===== src/rtl/contador_lector.sv =====
// contador_lector: sweeps counters 0..4 through a request/valid handshake and
// captures each returned count plus a running total. An index that does not
// answer within TIMEOUT cycles is recorded as zero and flagged in error.
module contador_lector #(
  parameter int TIMEOUT = 4,
  parameter int DATA_W  = 6
) (
  input  logic              clk,
  input  logic              reset,
  input  logic              start,
  input  logic [DATA_W-1:0] data,
  input  logic              valid,
  output logic              req,
  output logic [2:0]        idx,
  output logic [DATA_W-1:0] count0,
  output logic [DATA_W-1:0] count1,
  output logic [DATA_W-1:0] count2,
  output logic [DATA_W-1:0] count3,
  output logic [DATA_W-1:0] count4,
  output logic [8:0]        total,
  output logic              busy,
  output logic              done,
  output logic              error
);

  // The timeout counter must be able to hold the value TIMEOUT itself.
  localparam int              TW        = $clog2(TIMEOUT + 1);
  localparam logic [TW-1:0]   TIMEOUT_V = TW'(TIMEOUT);
  localparam logic [2:0]      LAST_IDX  = 3'd4;
  localparam int              N_CNT     = 5;

  typedef enum logic [1:0] {
    IDLE,
    REQ,
    WAIT
  } state_t;

  state_t            state;
  logic [TW-1:0]     tcnt;
  logic [DATA_W-1:0] counts [N_CNT];

  // Sweep sequencer: one single-cycle request per index, then wait for valid
  // or give up once the timeout counter has reached TIMEOUT.
  // NOTE: all state here uses non-blocking assignments so every register
  // samples the pre-edge values, exactly like the flops it describes.
  always_ff @(posedge clk or posedge reset) begin
    if (reset) begin
      state <= IDLE;
      req   <= 1'b0;
      idx   <= 3'd0;
      total <= 9'd0;
      busy  <= 1'b0;
      done  <= 1'b0;
      error <= 1'b0;
      tcnt  <= '0;
      // NOTE: the capture registers are visible outputs that must read zero
      // straight out of reset, so this small array is reset like any other
      // register instead of being left as uninitialised storage.
      for (int i = 0; i < N_CNT; i++) counts[i] <= '0;
    end else begin
      // done is a single-cycle pulse unless the advance below re-asserts it.
      done <= 1'b0;
      case (state)
        IDLE: begin
          if (start) begin
            busy  <= 1'b1;
            req   <= 1'b1;
            idx   <= 3'd0;
            total <= 9'd0;
            error <= 1'b0;
            for (int i = 0; i < N_CNT; i++) counts[i] <= '0;
            state <= REQ;
          end
        end

        REQ: begin
          // The request is only ever one cycle wide, so each request draws
          // exactly one valid pulse from the counter block.
          req   <= 1'b0;
          tcnt  <= '0;
          state <= WAIT;
        end

        WAIT: begin
          if (valid || (tcnt == TIMEOUT_V)) begin
            if (valid) begin
              for (int i = 0; i < N_CNT; i++) begin
                if (idx == 3'(i)) counts[i] <= data;
              end
              total <= total + 9'(data);
            end else begin
              // Unanswered index: its count stays at the zero set on start.
              error <= 1'b1;
            end
            tcnt <= '0;
            if (idx == LAST_IDX) begin
              done  <= 1'b1;
              busy  <= 1'b0;
              req   <= 1'b0;
              state <= IDLE;
            end else begin
              req   <= 1'b1;
              idx   <= idx + 3'd1;
              state <= REQ;
            end
          end else begin
            tcnt <= tcnt + TW'(1);
          end
        end

        default: state <= IDLE;
      endcase
    end
  end

  // Captured counts are exposed as individual ports.
  assign count0 = counts[0];
  assign count1 = counts[1];
  assign count2 = counts[2];
  assign count3 = counts[3];
  assign count4 = counts[4];

endmodule


===== config.mk =====
export PLATFORM = sky130hd
export DESIGN_NAME = contador_lector
export DESIGN_NICKNAME = d
export VERILOG_FILES = /design/src/rtl/contador_lector.sv
export SDC_FILE = /design/constraint.sdc
export NUM_CORES = 1
export LEC_CHECK = 0
export CAP_MARGIN = 25
export CORE_ASPECT_RATIO = 1.2
export CORE_UTILIZATION = 49
export CTS_CLUSTER_SIZE = 10
export DETAILED_ROUTE_END_ITERATION = 10
export GPL_TIMING_DRIVEN = 1
export PLACE_DENSITY = 0.77
export SLEW_MARGIN = 20
export SYNTH_ARGS = -nofsm -noshare
export SYNTH_HDL_FRONTEND = slang
export SYNTH_SLANG_ARGS = --single-unit

===== constraint.sdc =====
create_clock -name clk -period 4.1 [get_ports clk]
set_input_delay 1.23 -clock clk [delete_from_list [all_inputs] [get_ports clk]]
set_output_delay 1.23 -clock clk [all_outputs]
set_load 0.1 [all_outputs]

==> results.md, run 1 <==
- Largest net degree at the start of global routing: 33
- Clock sink count: slightly above 50
- Seq/Total Area, Yosys: 48.20%
- Initial antenna violation count: 0
- Number of synthesized flops with an enable pin: 0
- Setup violators final: 0
- Initial core utilization: a little over half
- DR pass1 iterations: 4
- Endpoints failing hold: 0
- Met1 WL: 2421 µm
- First DRT Iteration DRCs: 96
- Io pins: 56
- CP startpoint kind: flip-flop
- Met3 layer wire length in the routed design: 223 µm
- Max clock buf depth: 2
- Post-Route WL: 5576 µm
- Peak Freq: 0.3167 GHz
- CP endpoint kind: primary output
- # placed instances: 352
- Layout cells sized above 1: 14.00%
- Post-layout min period: 3157 ps
- Antenna cell count: 0
- Ys async rst share: 100.0%
- Vias/cell: 5.572
- Resize count post-CTS: 0
- Final GP Congestion: 0.7821
- Vias in the first global route: 1,938
- H-tree Lvls: 2
- DIE WIDTH: 69.10 µm
- Primary FF master, synth: dfrtp_1
- Total negative slack: 0 ps
- Core area: a little over 5000 µm²
- Max FO, Critical Path: 6
- Cts hold-fix bufs: 0
- RSZ-0062 raised after global routing: false
- Synth-to-layout area growth: 26.84%
- Status: complete, no violations
- Std cell rows: 28
- Netlist cell types: 42
- Slowest stage delay, CP: 1170 ps
- Top sig layer: met4
- Detail Route Antenna Nets: 0
- Mapped Nets: 272
- Count leader, synth: dfrtp_1
- Setup Slack @ Placement: 676.0 ps
- Clock Latency Late Sink: 300 ps
- CTS tree: yes
- DRC violations left: 0
- Rel. slew slack: 34.45%
- Ratio of final minimum period to clock period: 77.01%
- Slowest CP cell: clkdlybuf4s50_1
- Max_cap viols: 0
- Synth top area share: about half
- Routed wl met2: 2833 µm
- Cell taking the most area after synthesis: dfrtp_1
- Mapped cell area: 2648 µm²
- Crit path cell chain: clkdlybuf4s50_1
- Die ar.: 5702 µm²
- Count of input and output buffers: 55
- Total CTS buffers: 5
- Pins Over Slew Limit: 0
- Worst path arrival time: between 1500 and 2000 ps
- Worst setup margin: 942.8 ps
- Crit-path leading delay family: buffers and inverters
- Flops & latches, synth: between 50 and 60
- Gr ovfl total: 0
- Non-Filler Instances: 360
- Worst-Margin Slew: 980.2 ps
- CP bufs+invs: 1
- Worst-path clk slew: 90 ps
- Commonest cells in the netlist: 51 x dfrtp_1, 25 x mux2_2, 24 x o21ai_0, 19 x ha_1, 17 x nand2_1
- Vias: 2,006
- Die H: 82.52 µm
- Post-Syn Area per Cell: approximately 11 µm²
- Top post-synthesis cells by area: dfrtp_1 48%, mux2_2 11%, ha_1 9.0%
- Postcts setup bufs: 0
- Wire per inst: 15.49 µm
- Gr usage total: 20.86%
- FF-to-FF setup slack: around 1500 ps
- First-pass GRT wire length: 9342 µm
- Clock root buffer: clkbuf_8
- Post-synthesis instance total: 242
- Post-DP HPWL: 4153 µm
- Final net count: 329
- Hold Path Class: flip-flop to flip-flop
- Worst endpoint required time: 2870 ps
- Clk_skew: 5.667 ps
- Critical path type: flip-flop to primary output
- Yosys Warn Count: 0
[area by class of cell]
| cell class | count | area, µm² |
|---|---|---|
| Inverter | 12 | 45.04 |
| Multi-Input combinational cell | 172 | 1287 |
| Sequential cell | 51 | 1276 |
| Clock buffer | 6 | 82.58 |
| Timing Repair Buffer | 57 | 578.1 |
| Clock inverter | 2 | 13.76 |
| Tap cell | 60 | 75.07 |
| Fill cell | 395 | 1722 |
[routing by layer]
layer	up-vias	GRT usage (%)
li1	969	-
met1	984	26.08
met2	45	37.09
met3	8	3.277
met4	0	7.347
met5	-	0
[final timing paths]
| kind | startpoint | end | depth (start not counted) |
|---|---|---|---|
| min in group asynchronous | reset | count0[0] | 2 |
| worst max register to register | state[0] | count4[1] | 7 |
| worst max-delay path | idx[0] | idx[0] | 1 |
| worst min-delay path | tcnt[2] | tcnt[2] | 1 |
| worst min register to register | tcnt[2] | tcnt[2] | 1 |
| max in group asynchronous | reset | total[7] | 3 |
[stage by stage]
stage	hold slack (ps)	utilization [%]	instance area (µm²)
after detailed placement	487.0	64.21	3262
after global placement	476.0	63.82	3242
after global routing	545.5	66.11	3358
after floorplan	449.2	-	2648
after CTS	497.4	66.11	3358
final	489.0	66.11	3358
[layout by cell type (no fill, tap or decap), drive strengths merged, types with 9 or more instances in the layout]
master	n
inv	13
nand2	17
clkdlybuf4s50	55
o21ai	25
a21oi	9
nor2	12
dfrtp	51
nand3	13
and2	9
ha	19
mux2	25
[registers in the layout (all words and copies together), names as in the netlist]
| name | cells |
|---|---|
| total | 9 |
| count0 | 6 |
| count1 | 6 |
| count2 | 6 |
| count3 | 6 |
| count4 | 6 |
| idx | 3 |
| tcnt | 3 |
| state | 2 |
| busy | 1 |
| done | 1 |
| error | 1 |
| req | 1 |
[cells by family after synthesis]
family,synth area share (%)
buffers and inverters,3.166
muxes,11.39
and+or+nand+nor,13.37
AOI/OAI and AO/OA,13.14
DFF,48.20
xor gates and xnor gates,0.9926
adders and majority gates,9.735
Power of run 1 is not shown: default switching activity piles up to over one toggle a cycle in this logic, so the estimate is an artifact.
==> run 2, diff against run 1 <==
CORE_UTILIZATION = 46   (was 49)
PLACE_DENSITY = 0.76   (was 0.77)
clock period = 2.65 ns   (was 4.1 ns; I/O delays follow)
==> results.md, run 2 (synthesis gave the netlist of run 1 again) <==
- Most common cell after layout, fill and taps aside: buf_4
- Synth-to-layout area growth: 25.47%
- Detail Route Antenna Nets: 0 (unchanged)
- Clock root buffer: clkbuf_8
- Wire per inst: 15.38 µm (-0.72%)
- Routed wl met2: 2827 µm (-0.21%)
- Hold depth: 1 (unchanged)
- Endpoints failing hold: 0 (unchanged)
- Non-Filler Instances: 374 (+3.9%)
- Vias/cell: 5.519 (-0.96%)
- Post-Route WL: 5751 µm (+3.1%)
- Commonest cells after routing, fill and taps aside: 60 x buf_4, 51 x dfrtp_1, 25 x mux2_2, 24 x o21ai_0, 19 x ha_1
- Postcts setup bufs: 0 (unchanged)
- Initial core utilization: 48.97% (-3.1 points)
- DIE WIDTH: 71.26 µm (+3.1%)
- Peak Freq: 0.4120 GHz
- Vias: 2,064 (+2.9%)
- Worst R2R End: count4[4]
- DR pass1 iterations: 7 (+3)
- H-tree Lvls: 2 (unchanged)
- Met3 layer wire length in the routed design: 244 µm (+9.4%)
- Hold_sp: tcnt[2]
- Resize count post-CTS: 0 (unchanged)
- Status: finished, violations left
- Rel. slew slack: 73.56% (+39 points)
- Max clock buf depth: 2 (unchanged)
- Worst path arrival time: 2630 ps (+700 ps)
- CP startpoint kind: primary input
- Gr usage total: 20.34% (-0.52 points)
- Clk_skew: 7.742 ps (+2.075 ps)
- Worst-Margin Slew: 396.7 ps (-583.6 ps)
- Largest reg by FF count: total
- R2r startpoint: state[0]
- Total CTS buffers: 5 (unchanged)
- RSZ-0062 raised after global routing: false
- Count of input and output buffers: 55 (unchanged)
- Vias in the first global route: 2,030 (+4.7%)
- Violated checks: design-rule violations
- CTS tree: yes
- Clock sink count: 51 (unchanged)
- Layout cells sized above 1: 32.05% (+18 points)
- Final GP Congestion: 0.8694 (+11%)
- Std cell rows: 29 (+3.6%)
- CP startpoint: data[0]
- Max_cap viols: 0 (unchanged)
- Layout fillers: 469 (+19%)
- Post-DP HPWL: 4446 µm (+7.0%)
- Gr ovfl total: 0 (unchanged)
- DRC violations left: 3 (+3)
- Slowest CP cell: clkdlybuf4s50_1
- Die ar.: 6064 µm² (+6.3%)
- Io pins: 56 (unchanged)
- Worst-path clk slew: 100 ps (about the same)
- Crit path cell chain: clkdlybuf4s50_1 > ha_1 > fa_1 > a211oi_1 > o21ai_0 > a32o_1
- Worst endpoint required time: 2850 ps (-20 ps)
- CP endpoint kind: flip-flop
- Critical path type: primary input to flip-flop
- Setup violators final: 0 (unchanged)
- Final core occ: 61.44% (-4.7 points)
- Max reg flops: 9 (unchanged)
- Register area: 1276 µm² (unchanged)
- Worst Hold End: tcnt[2]
- Pins Over Slew Limit: 0 (unchanged)
- Core area: 5406 µm² (+6.4%)
- Final net count: 341 (+3.6%)
- First-pass GRT wire length: 9708 µm (+3.9%)
- Largest net degree at the start of global routing: 26 (-21%)
- # placed instances: 366 (+4.0%)
- Max FO, Critical Path: 3 (-3)
- Cts hold-fix bufs: 0 (unchanged)
- Die H: 85.11 µm (+3.1%)
- First DRT Iteration DRCs: 89 (-7.3%)
- Top sig layer: met4
- Post-layout min period: 2427 ps
- Clock Latency Late Sink: 310 ps (about the same)
- Total negative slack: 0 ps (unchanged)
- Ratio of final minimum period to clock period: 91.58%
- Slowest stage delay, CP: 440 ps (-730 ps)
- Antenna cell count: 0 (unchanged)
- FF-to-FF setup slack: 490 ps (-1040 ps)
- Initial antenna violation count: 0 (unchanged)
- CP bufs+invs: 1 (unchanged)
- Met1 WL: 2595 µm (+7.2%)
- R2R depth: 6 (-1)
- Crit-path leading delay family: compound AO/OA/AOI/OAI gates
- Hold Path Class: flip-flop to flip-flop
- Area of the multi-input gates: 1287 µm² (unchanged)
- Hold_ws: 484.1 ps (-4.874 ps)
-- run 2: final cells by class --
cell class	count	share of cell area (%)
timing repair buffer	69	16.27
clock inverter	3	0.7910
multi-input combinational	172	38.76
clock buffer	5	2.072
tap	62	2.335
inverter	12	1.356
sequential	51	38.42
-- run 2: metrics by stage --
stage | worst slack, ps | area (µm²)
floorplan | 330.5 | 2648
global placement | -64.09 | 3227
detailed placement | -109.5 | 3227
CTS | 215.8 | 3322
global route | 110.8 | 3322
finish | 223.1 | 3322
-- run 2: worst max path at each step --
stage / end / cells after the start
4_1_cts: total[6] / 6
2_1_floorplan: total[5] / 5
3_3_place_gp: total[6] / 6
3_5_place_dp: total[6] / 6
6_report: total[6] / 6
5_1_grt: total[6] / 6
-- run 2: layer usage --
layer	vias up	global-route usage, %
met5	-	0
met4	0	7.818
met3	9	4.513
met2	47	34.11
met1	1012	25.52
li1	996	-
Power of run 2 is left out for the same reason.
==> run 3, diff against run 2 <==
CAP_MARGIN = not set   (was 25)
==> results of run 3 <==
The final DEF is identical to that of run 2; final timing and power are the same.
Power of run 3 is left out for the same reason.
